**src/rtl/am_ctrl_pkg.sv**
```systemverilog
// Shared state encoding and default sizing for the AM-window BIP counter controller.
// Constants only; no logic and no latency.
package am_ctrl_pkg;

    typedef enum logic [1:0] {
        ST_IDLE  = 2'd0,
        ST_COUNT = 2'd1,
        ST_SNAP  = 2'd2,
        ST_DRAIN = 2'd3
    } state_t;

    localparam int DEF_N_LANES    = 20;
    localparam int DEF_NB_COUNTER = 32;
    localparam int DEF_WINDOW_AMS = 1024;

endpackage

```
**src/rtl/am_snapshot_drain.sv**
```systemverilog
// Shadow bank of lane counts: a one-cycle capture strobe loads it, then lanes drain in order.
// First word is valid the cycle after capture; each word holds until i_rd_ready accepts it.
module am_snapshot_drain
    import am_ctrl_pkg::*;
#(
    parameter int N_LANES    = DEF_N_LANES,
    parameter int NB_COUNTER = DEF_NB_COUNTER,
    parameter int NB_LANE    = $clog2(DEF_N_LANES)
) (
    input  logic                          i_clock,
    input  logic                          i_reset,
    input  logic                          i_capture,
    input  logic [N_LANES*NB_COUNTER-1:0] i_count_bus,
    input  logic [N_LANES-1:0]            i_overflow,
    input  logic                          i_rd_ready,
    output logic                          o_rd_valid,
    output logic [NB_LANE-1:0]            o_rd_lane,
    output logic [NB_COUNTER-1:0]         o_rd_count,
    output logic                          o_rd_overflow,
    output logic                          o_rd_last,
    output logic                          o_drain_done
);

    logic [NB_COUNTER-1:0] r_shadow [N_LANES];
    logic [N_LANES-1:0]    r_shadow_ovf;
    logic [NB_LANE-1:0]    r_lane;
    logic                  r_valid;
    logic                  w_xfer;
    logic                  w_at_last;

    assign w_at_last = (r_lane == NB_LANE'(N_LANES - 1));
    assign w_xfer    = r_valid & i_rd_ready;

    always_ff @(posedge i_clock) begin
        if (!i_reset) begin
            for (int l = 0; l < N_LANES; l++) begin
                r_shadow[l] <= '0;
            end
            r_shadow_ovf <= '0;
            r_lane       <= '0;
            r_valid      <= 1'b0;
        end else if (i_capture) begin
            for (int l = 0; l < N_LANES; l++) begin
                r_shadow[l] <= i_count_bus[l*NB_COUNTER +: NB_COUNTER];
            end
            r_shadow_ovf <= i_overflow;
            r_lane       <= '0;
            r_valid      <= 1'b1;
        end else if (w_xfer) begin
            r_lane  <= w_at_last ? '0 : r_lane + 1'b1;
            r_valid <= !w_at_last;
        end
    end

    // Read-port fields are forced to zero whenever no word is being offered.
    assign o_rd_valid    = r_valid;
    assign o_rd_lane     = r_valid ? r_lane : '0;
    assign o_rd_count    = r_valid ? r_shadow[r_lane] : '0;
    assign o_rd_overflow = r_valid & r_shadow_ovf[r_lane];
    assign o_rd_last     = r_valid & w_at_last;
    assign o_drain_done  = w_xfer & w_at_last;

endmodule

```
**src/rtl/am_bip_window_ctrl.sv**
```systemverilog
// Gates/clears per-lane BIP error counters on AM boundaries and snapshots them every WINDOW_AMS AMs.
// Snapshot one cycle after the closing AM, drain via valid/ready; AM_CTRL_BER_ALARM_EN adds lane alarms.
module am_bip_window_ctrl
    import am_ctrl_pkg::*;
#(
    parameter int N_LANES    = DEF_N_LANES,
    parameter int NB_COUNTER = DEF_NB_COUNTER,
    parameter int WINDOW_AMS = DEF_WINDOW_AMS,
    localparam int NB_LANE   = $clog2(N_LANES)
) (
    input  logic                          i_clock,
    input  logic                          i_reset,
    input  logic                          i_enable,
    input  logic                          i_am_valid,
    input  logic [N_LANES*NB_COUNTER-1:0] i_lane_err_count,
    input  logic [N_LANES-1:0]            i_lane_overflow,
    input  logic                          i_rd_ready,
    input  logic                          i_clear_flags,
    input  logic [NB_COUNTER-1:0]         i_ber_threshold,
    output logic                          o_count_enable,
    output logic [N_LANES-1:0]            o_reset_count,
    output logic                          o_rd_valid,
    output logic [NB_LANE-1:0]            o_rd_lane,
    output logic [NB_COUNTER-1:0]         o_rd_count,
    output logic                          o_rd_overflow,
    output logic                          o_rd_last,
    output logic                          o_window_done,
    output logic                          o_overrun,
    output logic [N_LANES-1:0]            o_ber_alarm
);

    localparam int NB_AM = $clog2(WINDOW_AMS);

    state_t           r_state;
    state_t           w_state_nxt;
    logic [NB_AM-1:0] r_am_cnt;
    logic [NB_AM-1:0] w_am_cnt_nxt;
    logic             r_overrun;
    logic             w_overrun_set;
    logic             w_closing;
    logic             w_capture;
    logic             w_drain_done;

    assign w_closing = i_am_valid && (r_am_cnt == NB_AM'(WINDOW_AMS - 1));

    always_comb begin
        w_state_nxt    = r_state;
        w_am_cnt_nxt   = r_am_cnt;
        w_capture      = 1'b0;
        w_overrun_set  = 1'b0;
        o_count_enable = 1'b0;
        o_reset_count  = '0;
        o_window_done  = 1'b0;
        if (i_am_valid) begin
            w_am_cnt_nxt = w_closing ? '0 : r_am_cnt + 1'b1;
        end
        case (r_state)
            ST_IDLE: begin
                w_am_cnt_nxt = '0;
                if (i_enable) begin
                    w_state_nxt = ST_COUNT;
                end
            end
            ST_COUNT: begin
                o_count_enable = 1'b1;
                // Disabling mid-window throws the partial window away.
                if (!i_enable) begin
                    o_reset_count = '1;
                    w_am_cnt_nxt  = '0;
                    w_state_nxt   = ST_IDLE;
                end else if (w_closing) begin
                    w_state_nxt = ST_SNAP;
                end
            end
            ST_SNAP: begin
                o_count_enable = 1'b1;
                o_reset_count  = '1;
                o_window_done  = 1'b1;
                w_capture      = 1'b1;
                w_overrun_set  = w_closing;
                w_state_nxt    = ST_DRAIN;
            end
            ST_DRAIN: begin
                o_count_enable = 1'b1;
                w_overrun_set  = w_closing;
                if (w_drain_done) begin
                    w_state_nxt = i_enable ? ST_COUNT : ST_IDLE;
                end
            end
            default: w_state_nxt = ST_IDLE;
        endcase
    end

    always_ff @(posedge i_clock) begin
        if (!i_reset) begin
            r_state   <= ST_IDLE;
            r_am_cnt  <= '0;
            r_overrun <= 1'b0;
        end else begin
            r_state   <= w_state_nxt;
            r_am_cnt  <= w_am_cnt_nxt;
            r_overrun <= w_overrun_set ? 1'b1 : (i_clear_flags ? 1'b0 : r_overrun);
        end
    end

    assign o_overrun = r_overrun;

    am_snapshot_drain #(
        .N_LANES    (N_LANES),
        .NB_COUNTER (NB_COUNTER),
        .NB_LANE    (NB_LANE)
    ) u_snapshot_drain (
        .i_clock       (i_clock),
        .i_reset       (i_reset),
        .i_capture     (w_capture),
        .i_count_bus   (i_lane_err_count),
        .i_overflow    (i_lane_overflow),
        .i_rd_ready    (i_rd_ready),
        .o_rd_valid    (o_rd_valid),
        .o_rd_lane     (o_rd_lane),
        .o_rd_count    (o_rd_count),
        .o_rd_overflow (o_rd_overflow),
        .o_rd_last     (o_rd_last),
        .o_drain_done  (w_drain_done)
    );

`ifdef AM_CTRL_BER_ALARM_EN
    logic [N_LANES-1:0] r_ber_alarm;

    always_ff @(posedge i_clock) begin
        if (!i_reset) begin
            r_ber_alarm <= '0;
        end else if (w_capture) begin
            for (int l = 0; l < N_LANES; l++) begin
                r_ber_alarm[l] <= (i_lane_err_count[l*NB_COUNTER +: NB_COUNTER] > i_ber_threshold)
                                  || i_lane_overflow[l];
            end
        end
    end

    assign o_ber_alarm = r_ber_alarm;
`else
    logic w_unused_ber_threshold;

    assign w_unused_ber_threshold = ^i_ber_threshold;
    assign o_ber_alarm            = '0;
`endif

endmodule
```
**config.mk**
```make
export PLATFORM = sky130hd
export DESIGN_NAME = am_bip_window_ctrl
export DESIGN_NICKNAME = d
export VERILOG_FILES = /design/src/rtl/am_ctrl_pkg.sv /design/src/rtl/am_snapshot_drain.sv /design/src/rtl/am_bip_window_ctrl.sv
export SDC_FILE = /design/constraint.sdc
export NUM_CORES = 1
export LEC_CHECK = 0
export CORE_AREA = 2 2 300 302
export DETAILED_ROUTE_END_ITERATION = 10
export DIE_AREA = 0 0 302 304
export GPL_TIMING_DRIVEN = 0
export PLACE_DENSITY_LB_ADDON = 0.2
export SYNTH_ARGS = -nofsm -noshare
export SYNTH_HDL_FRONTEND = slang
export SYNTH_HIERARCHICAL = 1
export SYNTH_SLANG_ARGS = --single-unit
```
**constraint.sdc**
```tcl
create_clock -name i_clock -period 43.9 [get_ports i_clock]
set_clock_uncertainty 0.1 [all_clocks]
set_input_delay 8.78 -clock i_clock [delete_from_list [all_inputs] [get_ports i_clock]]
set_output_delay 8.78 -clock i_clock [all_outputs]
set_load 0.01 [all_outputs]
```
==> results.json <==
{
  "fin_area_mm2": 0.04296,
  "ys_types": 51,
  "core_mm2": 0.08905,
  "grt_overflow": 0,
  "synth_top_cell_by_area": "edfxtp_1",
  "tns_ns": 0,
  "avgSynthCellArea_um2": 14.54,
  "async_flop_share_pct": 0,
  "synth.top_cell.area_share_pct": 61.31,
  "path_class": "input port to primary output",
  "fp.dieH_um": 304,
  "ys_top_cells_by_area": "edfxtp_1, and3_1, mux4_2",
  "die_width_um": 302,
  "crit_path_cell_trace": "clkdlybuf4s50_1 > nor2b_1 > o21a_1 > buf_4 > clkdlybuf4s50_1",
  "htreeDepth": 3,
  "layout.nets": 3695,
  "yosysSeqAreaShare_pct": 64.12,
  "place_congestion": 0.9709,
  "period_needed_ns": 19.56,
  "hold_buffers": 0,
  "setup_viol": 0,
  "yosysMostFrequentCell": "edfxtp_1",
  "netlist_area_mm2": 0.03135,
  "utilization_pct": 48.24,
  "worstPathMaxFanout": 20,
  "synth_ff_type": "edfxtp_1",
  "crit_buf_inv": 3,
  "clk_pin_slew_worst_paths_ns": 0.06,
  "root_buffer": "clkbuf_16",
  "cts_buffers": 76,
  "crit_required_ns": 35.02,
  "maxCapViolations": 0,
  "crit_arrival_ns": 10.68,
  "drtIter0Drc": 2078,
  "cts_resized": 0,
  "dr.pass1.iters": 6,
  "via_per_inst": 5.285,
  "cts_buffer_depth": 3,
  "period_share_pct": 44.56,
  "cts_tree": "built",
  "syn_inst": 2156,
  "relSlewSlack_pct": 34.32,
  "dpl.cell_count": 4089,
  "worst_setup_path_start_kind": "input port",
  "cpMaxStageDelayCell": "o21a_1",
  "numClockSinks": 684,
  "status": "complete, no violations",
  "rsz0062_at_grt": "false",
  "portBuffers": 728,
  "wl_per_cell_um": 29.20,
  "pin_count": 781,
  "vias": 22420,
  "cts_setup_buffers": 0,
  "synthMuxAreaShare_pct": 13.03,
  "cp_top_family": "buffers and inverters",
  "remaining_drc_errors": 0,
  "slew_violations": 0,
  "hold_path.class": "flop to flop",
  "leakage_nw": 16.31,
  "hold_viol": 0,
  "placed_area_mm2": 0.04046,
  "yosys.area_share.xor_xnor_pct": 0.1956,
  "hold_slack_ns": 0.3912,
  "dpl.hpwl_um": 98950,
  "clock_latency_ns": 0.62,
  "start_util_pct": 35.20,
  "syn2layout_area_growth_pct": 37.04,
  "fillCellCount": 7843,
  "powerDensity_mw_per_mm2": 35.28,
  "synth-adder-area-share_pct": 0.2395,
  "synth-edff-count": 640,
  "synth_compound_area_share_pct": 2.866,
  "grt_pass1_vias": 23511,
  "synth_seq_cells": 684,
  "crit_top_cell": "clkdlybuf4s50_1",
  "antenna_left": 0,
  "worst_pin_slew_ns": 0.9852,
  "dieArea_mm2": 0.09181,
  "drive_gt1_share_pct": 10.76,
  "ys_warn_count": 6,
  "synth.top_cells.by_count": "edfxtp_1, and3_1, mux2i_1",
  "cpPeakStageDelay_ns": 0.53,
  "gr-usage-all-layers_pct": 26.40,
  "endpoint_kind": "primary output",
  "row_count": 110,
  "grt_antenna_before_repair": 22,
  "stdcell_count": 4242,
  "wl_um": 123900,
  "grt_pass1_wl_um": 170000,
  "grt_max_degree": 73,
  "ir_drop_mv": 0.02355,
  "synth_top_family_by_area": "simple AND/OR/NAND/NOR gates",
  "fmax_mhz": 51.12,
  "synthSimpleGateAreaFrac_pct": 15.38
}
-- power by group --
| group | switching (mW) | internal (mW) |
|---|---|---|
| sequential | 0.00957 | 0.744 |
| combinational | 0.0542 | 0.0720 |
| clock | 0.269 | 0.367 |
| total | 0.333 | 1.18 |
-- per-layer routing --
metal / up-vias / GRT usage [%] / share of wire [%]
met5: - / 0 / 0.081
met4: 14 / 6.954 / 2.5
met3: 146 / 6.718 / 8.9
met2: 1049 / 46.11 / 51
met1: 11197 / 32.30 / 38
li1: 10014 / - / -
-- worst min-delay path, stage by stage, from the launching register on --
cell,delay (ns)
dfxtp_1,0.31
nand2b_1,0.07
a21oi_1,0.06
-- worst paths after layout --
kind         startpoint                                 to  slack [ns]  cells after the start
min reg2reg   o_overrun                          o_overrun        0.39                      2
min           o_overrun                          o_overrun        0.39                      2
max reg2reg  r_state[0]  u_snapshot_drain/r_shadow[10][19]       39.69                      9
max            i_enable                  o_reset_count[18]       24.34                      5
-- cell type report --
| cell class | count | area (um2) | area share [%] |
|---|---|---|---|
| clock buffers | 89 | 1982 | 4.614 |
| flip-flops and latches | 684 | 20100 | 46.79 |
| plain buffers | 250 | 1277 | 2.974 |
| clock inverters | 45 | 469.2 | 1.092 |
| multi-input cells | 1234 | 10020 | 23.33 |
| repair buffers | 738 | 7562 | 17.60 |
| well taps | 1176 | 1471 | 3.425 |
| inverters | 7 | 26.28 | 0.06117 |
| diodes | 19 | 47.55 | 0.1107 |
-- flip-flops by register name (all words and copies together) (netlist names), named ones only --
register	count
u_snapshot_drain/r_shadow	640
u_snapshot_drain/r_shadow_ovf	20
r_am_cnt	10
u_snapshot_drain/r_lane	5
o_overrun	1
r_state	1
u_snapshot_drain/o_rd_valid	1
-- logic make-up (layout without fill, tap and decap cells) --
kind of cell             Yosys count  in the layout
AND/OR/NAND/NOR                  794            794
XOR/XNOR                           7              7
adder cells (fa/ha/maj)            6              6
buffers and inverters            257           1129
flip-flops                       684            684
other                              1             39
multiplexers                     283            283
AO/OA/AOI/OAI                    124            124
-- cells in the final DEF, fill, tap and decap left out, types with 7 or more instances in the layout --
cell type        Yosys  final
a21oi_1             10     10
a22oi_1             64     64
and2_1              71     71
and3_1             576    576
buf_16               0     10
buf_2               33     33
buf_4               57     57
bufinv_16            0      7
clkbuf_1           149    160
clkbuf_16            0     77
clkdlybuf4s50_1      0    728
clkinv_1             0     12
clkinv_2             0     15
conb_1               1     20
dfxtp_1             44     44
diode_2              0     19
edfxtp_1           640    640
inv_1                7      7
mux2i_1            182    182
mux4_2             100    100
nand2_1             44     44
nand3_1             37     37
nor2_1              13     13
nor2b_1             25     25
o211ai_1            32     32
-- through the flow --
stage	power, mW	setup WS [ns]
global route	1.560	24.19
CTS	1.529	24.34
detailed placement	0.8933	24.35
floorplan	0.8183	18.77
finish	1.516	24.34
global placement	0.9171	10.03
Power figures use the tool's default switching activity.
